$ cat config.mk
export PLATFORM = sky130hd
export DESIGN_NAME = div_job_master
export DESIGN_NICKNAME = d
export VERILOG_FILES = /design/src/rtl/div_bus_pkg.sv /design/src/rtl/div_poll_timer.sv /design/src/rtl/div_job_master.sv
export SDC_FILE = /design/constraint.sdc
export NUM_CORES = 1
export LEC_CHECK = 0
export BUFFER_PORTS_ARGS = -buffer_cell sky130_fd_sc_hd__buf_2
export CAP_MARGIN = 20
export CORE_UTILIZATION = 47
export DETAILED_ROUTE_END_ITERATION = 8
export PLACE_DENSITY = 0.75
export SLEW_MARGIN = 20
export SYNTH_ARGS = -nofsm -noshare
export SYNTH_HDL_FRONTEND = slang
export SYNTH_SLANG_ARGS = --single-unit
$ cat constraint.sdc
create_clock -name clk -period 1.78 [get_ports clk]
set_input_delay 0.356 -clock clk [delete_from_list [all_inputs] [get_ports clk]]
set_output_delay 0.356 -clock clk [all_outputs]
set_load 0.02 [all_outputs]
$ cat src/rtl/div_bus_pkg.sv
// Shared definitions for the divider bus master: register map, FSM states, error result.
package div_bus_pkg;

   // Word addresses of the divider peripheral registers
   localparam logic [2:0] DIV_A      = 3'd0;
   localparam logic [2:0] DIV_B      = 3'd1;
   localparam logic [2:0] DIV_INIT   = 3'd2;
   localparam logic [2:0] DIV_READY  = 3'd3;
   localparam logic [2:0] DIV_RESULT = 3'd4;

   // Quotient reported for a zero divisor (no bus traffic is generated)
   localparam logic [31:0] ERR_DIV0_RESULT = 32'hFFFF_FFFF;

   typedef enum logic [3:0] {
      S_IDLE,
      S_W_INIT0,
      S_W_A,
      S_W_B,
      S_W_INIT1,
      S_HOLD,
      S_P_RD,
      S_P_CHK,
      S_R_RD,
      S_R_CAP,
      S_DONE
   } state_t;

endpackage

$ cat src/rtl/div_poll_timer.sv
// Hold-off down-counter and ready-poll counter used by the divider bus master.
module div_poll_timer #(
   parameter int HOLDOFF = 2,
   parameter int TIMEOUT = 1024
) (
   input  logic clk,
   input  logic rst,
   input  logic hold_load,
   input  logic hold_dec,
   output logic hold_expired,
   input  logic poll_clr,
   input  logic poll_inc,
   output logic poll_last
);

   localparam int HW = $clog2(HOLDOFF + 1);
   localparam int PW = $clog2(TIMEOUT) + 1;
   // Loaded with HOLDOFF-1 so that the HOLD state lasts exactly HOLDOFF cycles
   localparam logic [HW-1:0] HOLD_INIT = HW'(HOLDOFF - 1);
   localparam logic [PW-1:0] POLL_LAST = PW'(TIMEOUT - 1);

   logic [HW-1:0] hold_cnt;
   logic [PW-1:0] poll_cnt;

   // Counter updates; the poll counter is one bit wider than needed so it never wraps
   always_ff @(posedge clk) begin
      if (!rst) begin
         hold_cnt <= '0;
         poll_cnt <= '0;
      end else begin
         if (hold_load)
            hold_cnt <= HOLD_INIT;
         else if (hold_dec && hold_cnt != '0)
            hold_cnt <= hold_cnt - 1'b1;
         if (poll_clr)
            poll_cnt <= '0;
         else if (poll_inc)
            poll_cnt <= poll_cnt + 1'b1;
      end
   end

   assign hold_expired = (hold_cnt == '0);
   assign poll_last    = (poll_cnt == POLL_LAST);

endmodule

$ cat src/rtl/div_job_master.sv
// Bus initiator: takes (dividend, divisor) jobs and runs the divider peripheral's
// register sequence (clear init, write operands, set init, poll ready, read result).
module div_job_master
   import div_bus_pkg::*;
#(
   parameter int HOLDOFF = 2,
   parameter int TIMEOUT = 1024
) (
   input  logic        clk,
   input  logic        rst,
   input  logic        job_valid,
   output logic        job_ready,
   input  logic [31:0] job_dv,
   input  logic [31:0] job_dr,
   output logic        res_valid,
   input  logic        res_ready,
   output logic [31:0] res_data,
   output logic        res_err,
   output logic        cs,
   output logic [2:0]  addr,
   output logic        rd,
   output logic        wr,
   output logic [31:0] bus_wdata,
   input  logic [31:0] bus_rdata
);

   state_t      state, state_nx;
   logic [31:0] dv_q, dr_q;
   logic        hold_load, hold_dec, hold_expired;
   logic        poll_clr, poll_inc, poll_last;
   logic        cs_nx, rd_nx, wr_nx;
   logic [2:0]  addr_nx;
   logic [31:0] wdata_nx;
   logic        accept, timeout_hit;

   assign job_ready   = (state == S_IDLE);
   assign accept      = job_ready && job_valid;
   assign timeout_hit = (state == S_P_CHK) && !bus_rdata[0] && poll_last;

   div_poll_timer #(.HOLDOFF(HOLDOFF), .TIMEOUT(TIMEOUT)) u_timer (
      .clk          (clk),
      .rst          (rst),
      .hold_load    (hold_load),
      .hold_dec     (hold_dec),
      .hold_expired (hold_expired),
      .poll_clr     (poll_clr),
      .poll_inc     (poll_inc),
      .poll_last    (poll_last)
   );

   // State register
   always_ff @(posedge clk) begin
      if (!rst) state <= S_IDLE;
      else      state <= state_nx;
   end

   // Next-state logic and timer controls
   always_comb begin
      state_nx  = state;
      hold_load = 1'b0;
      hold_dec  = 1'b0;
      poll_clr  = 1'b0;
      poll_inc  = 1'b0;
      case (state)
         S_IDLE:    if (job_valid) state_nx = (job_dr == '0) ? S_DONE : S_W_INIT0;
         S_W_INIT0: state_nx = S_W_A;
         S_W_A:     state_nx = S_W_B;
         S_W_B:     state_nx = S_W_INIT1;
         S_W_INIT1: begin
            hold_load = 1'b1;
            poll_clr  = 1'b1;
            state_nx  = S_HOLD;
         end
         S_HOLD: begin
            if (hold_expired) state_nx = S_P_RD;
            else              hold_dec = 1'b1;
         end
         S_P_RD:    state_nx = S_P_CHK;
         S_P_CHK: begin
            if (bus_rdata[0]) begin
               state_nx = S_R_RD;
            end else begin
               poll_inc = 1'b1;
               state_nx = poll_last ? S_DONE : S_P_RD;
            end
         end
         S_R_RD:    state_nx = S_R_CAP;
         S_R_CAP:   state_nx = S_DONE;
         S_DONE:    if (res_ready) state_nx = S_IDLE;
         default:   state_nx = S_IDLE;
      endcase
   end

   // Bus strobes for the upcoming cycle, decoded from the next state so the outputs can be registered
   always_comb begin
      cs_nx    = 1'b0;
      rd_nx    = 1'b0;
      wr_nx    = 1'b0;
      addr_nx  = '0;
      wdata_nx = '0;
      case (state_nx)
         S_W_INIT0: begin cs_nx = 1'b1; wr_nx = 1'b1; addr_nx = DIV_INIT; wdata_nx = 32'd0; end
         S_W_A:     begin cs_nx = 1'b1; wr_nx = 1'b1; addr_nx = DIV_A;    wdata_nx = dv_q;  end
         S_W_B:     begin cs_nx = 1'b1; wr_nx = 1'b1; addr_nx = DIV_B;    wdata_nx = dr_q;  end
         S_W_INIT1: begin cs_nx = 1'b1; wr_nx = 1'b1; addr_nx = DIV_INIT; wdata_nx = 32'd1; end
         S_P_RD:    begin cs_nx = 1'b1; rd_nx = 1'b1; addr_nx = DIV_READY;  end
         S_R_RD:    begin cs_nx = 1'b1; rd_nx = 1'b1; addr_nx = DIV_RESULT; end
         default:   ;
      endcase
   end

   // Registered bus outputs
   always_ff @(posedge clk) begin
      if (!rst) begin
         cs        <= 1'b0;
         rd        <= 1'b0;
         wr        <= 1'b0;
         addr      <= '0;
         bus_wdata <= '0;
      end else begin
         cs        <= cs_nx;
         rd        <= rd_nx;
         wr        <= wr_nx;
         addr      <= addr_nx;
         bus_wdata <= wdata_nx;
      end
   end

   // Operand latches and result registers; the result holds steady while DONE waits
   always_ff @(posedge clk) begin
      if (!rst) begin
         dv_q      <= '0;
         dr_q      <= '0;
         res_valid <= 1'b0;
         res_data  <= '0;
         res_err   <= 1'b0;
      end else begin
         res_valid <= (state_nx == S_DONE);
         if (accept) begin
            dv_q <= job_dv;
            dr_q <= job_dr;
            if (job_dr == '0) begin
               res_data <= ERR_DIV0_RESULT;
               res_err  <= 1'b1;
            end
         end
         if (timeout_hit) begin
            res_data <= '0;
            res_err  <= 1'b1;
         end
         if (state == S_R_CAP) begin
            res_data <= bus_rdata;
            res_err  <= 1'b0;
         end
      end
   end

endmodule

==> impl_metrics.json <==
{
  "drive_gt1_share_pct": 39.34,
  "critPathLaunchType": "register",
  "max-cap-violations": 0,
  "ioPinCount": 173,
  "skew_ns": 0.005248,
  "root_buffer": "clkbuf_16",
  "finalSetupTns_ns": 0,
  "cts_tree": "done",
  "cts-hold-fix-buffers": 0,
  "period_needed_ns": 1.737,
  "cp_max_fo": 12,
  "final_net_count": 1000,
  "htreeDepth": 4,
  "io_buffers": 172,
  "die_w_um": 119.0,
  "hpwl_mm": 10.22,
  "ys_types": 51,
  "powerDensity_nw_per_um2": 1130,
  "critical_path.endpoint_type": "register",
  "slowest_stage": "dfxtp_2",
  "routed_wl_mm": 15.14,
  "yosysTopAreaCell": "dfxtp_1",
  "routedWlPerCell_um": 13.94,
  "yosysTopAreaCellShare_pct": 47.64,
  "drt-initial-drc-count": 304,
  "drtAntennaViolNets": 0,
  "dp.cells": 1051,
  "power_leakage_nw": 3.540,
  "synth_area_leaders": "dfxtp_1 48%, nand2_1 10%, a21boi_0 7.9%",
  "core_area_um2": 13300,
  "clk_pin_slew_ns": 0.06,
  "avgSynthCellArea_um2": 9.344,
  "ys_top_cells_by_count": "174 x nand2_1, 153 x dfxtp_1, 68 x a21boi_0",
  "ys_seq_area_share_pct": 47.64,
  "start_util_pct": 48.35,
  "async_flop_share_pct": 0,
  "slew_headroom_pct": 75.38,
  "drc_errors": 0,
  "setup_violations": 0,
  "syn_nets": 790,
  "final_cell_area_um2": 8636,
  "min_to": "res_data[1]$_SDFFE_PN0P_",
  "synthMostInstantiatedCell": "nand2_1",
  "slew_viol_final": 0,
  "critPathKind": "reg2reg",
  "cts_buffer_depth": 2,
  "irDropWorstVdd_mv": 0.6434,
  "vias": 5585,
  "antenna_cells": 0,
  "hp-class": "in2reg",
  "clock.fmax_mhz": 575.9,
  "hp-start": "bus_rdata[1]",
  "outcome": "complete, no violations",
  "overflow": 0,
  "place_area_um2": 7885,
  "fin_cells": 1086,
  "via_per_inst": 5.143,
  "grtUsageTotal_pct": 21.64,
  "crit_arrival_ns": 2.05,
  "syn_area_um2": 6429,
  "clock_latency_ns": 0.42,
  "dieHeight_um": 119.0,
  "critical_path.cell_chain": "buf_6 -> nor2b_1 -> a22oi_1 -> o221ai_1 -> o21ai_1 -> o2bb2ai_1",
  "areaGrowthSynthToFinish_pct": 34.33,
  "rows": 42,
  "dr.pass1.iters": 4,
  "timing.rr.end": "addr[1]$_SDFF_PN0_",
  "yosys_register_bits": 153,
  "cts_buffers": 17,
  "regToRegSetupSlack_ns": 0.04,
  "hold_depth": 3,
  "yosysWarnings": 0,
  "grt_pass1_wl_mm": 24.39,
  "reg2reg_depth": 6,
  "tightest_slew_ns": 0.3665,
  "finalHoldViolCount": 0,
  "die_area_um2": 14150,
  "antenna_found_initial": 0,
  "synth_edf_count": 0,
  "grt_max_degree": 65,
  "place_congestion": 0.7900,
  "hold_slack_ns": 0.1753,
  "rr_startpoint": "state[0]$_SDFF_PN0_",
  "period_share_pct": 97.56,
  "critPathRequiredTime_ns": 2.10,
  "synth_flop_cell": "dfxtp_1",
  "synthCells": 688,
  "grt_pass1_vias": 5145,
  "numClockSinks": 153,
  "critPathMaxStageDelay_ns": 0.34
}
through the flow:
stage,power (W),util [%],worst slack (ns)
after floorplan,0.005123,-,-0.006526
after global placement,0.005940,59.31,-0.3125
after detailed placement,0.005960,59.31,-0.3357
after CTS,0.009769,64.23,0.003387
after global routing,0.01023,64.95,-0.03574
final,0.009758,64.95,0.04349
where the power goes:
group / switching, W / leakage, nW / internal, W / total [W]
clock: 0.00138 / 0.303 / 0.00237 / 0.00375
combinational: 0.00123 / 1.99 / 0.000879 / 0.00211
sequential: 0.000149 / 1.24 / 0.00375 / 0.00390
placed cells by master (no fill, tap or decap), drive strengths merged, types with 6 or more instances in the layout:
cell,instances
buf,244
nor2b,33
a22oi,32
clkbuf,20
a21oi,8
nor4,9
o31ai,6
nand3,7
nand2,174
nor3,7
dfxtp,153
clkinv,6
nor2,15
a21boi,97
xor2,6
inv,8
o211ai,31
worst max-delay path by stage:
stage	from	endpoint	slack, ns	depth (start not counted)
4_1_cts	u_timer.poll_cnt[0]$_SDFFE_PP0P_	res_data[2]$_SDFFE_PN0P_	0.003	7
3_3_place_gp	job_dr[9]	cs$_SDFF_PN0_	-0.31	8
2_1_floorplan	job_dr[14]	res_data[5]$_SDFFE_PN0P_	-0.007	6
6_report	state[0]$_SDFF_PN0_	addr[1]$_SDFF_PN0_	0.04	6
3_5_place_dp	job_dr[2]	res_data[2]$_SDFFE_PN0P_	-0.34	9
5_1_grt	state[0]$_SDFF_PN0_	cs$_SDFF_PN0_	-0.04	6
logic make-up after synthesis:
group / count (synthesis) / synth area share [%]
buffers and inverters: 61 / 4.885
xor gates and xnor gates: 9 / 1.226
adders and majority gates: 2 / 0.3892
DFF: 153 / 47.65
AOI/OAI and AO/OA: 191 / 25.79
and+or+nand+nor: 272 / 20.07
cell type report:
cell class	count	area [um^2]
Multi-Input combinational cell	474	3139
Clock buffer	19	442.9
Tap cell	176	220.2
Timing Repair Buffer	245	1567
Fill cell	1100	4659
Inverter	7	26.28
Clock inverter	12	173.9
Sequential cell	153	3067
flip-flops by register name, indices dropped and copies added, names as in the netlist, 2 cells and up:
register          count
u_timer.hold_cnt      2
bus_wdata            32
dr_q                 32
state                 4
dv_q                 32
res_data             32
u_timer.poll_cnt     11
addr                  3
metal layers:
metal,vias to the layer above,global-route usage [%],wire [um]
met5,-,0,0
met4,0,6.013,115
met1,2608,27.35,6920
met3,11,6.992,1030
met2,175,35.31,7075
li1,2791,-,-
critical path, delay by kind of cell (launching register included):
family	cells	cell delay (ns)
and+or+nand+nor	1	0.22
buffers and inverters	1	0.15
AOI/OAI and AO/OA	4	0.92
DFF	1	0.34
timing repair:
action                                  in CTS  in global routing
pin swaps                                    1                  4
gates cloned                                 0                  1
buffers inserted                             1                  2
endpoints found under the setup margin       1                 42
resized for setup                           10                 17
(Power assumes the default switching activity.)
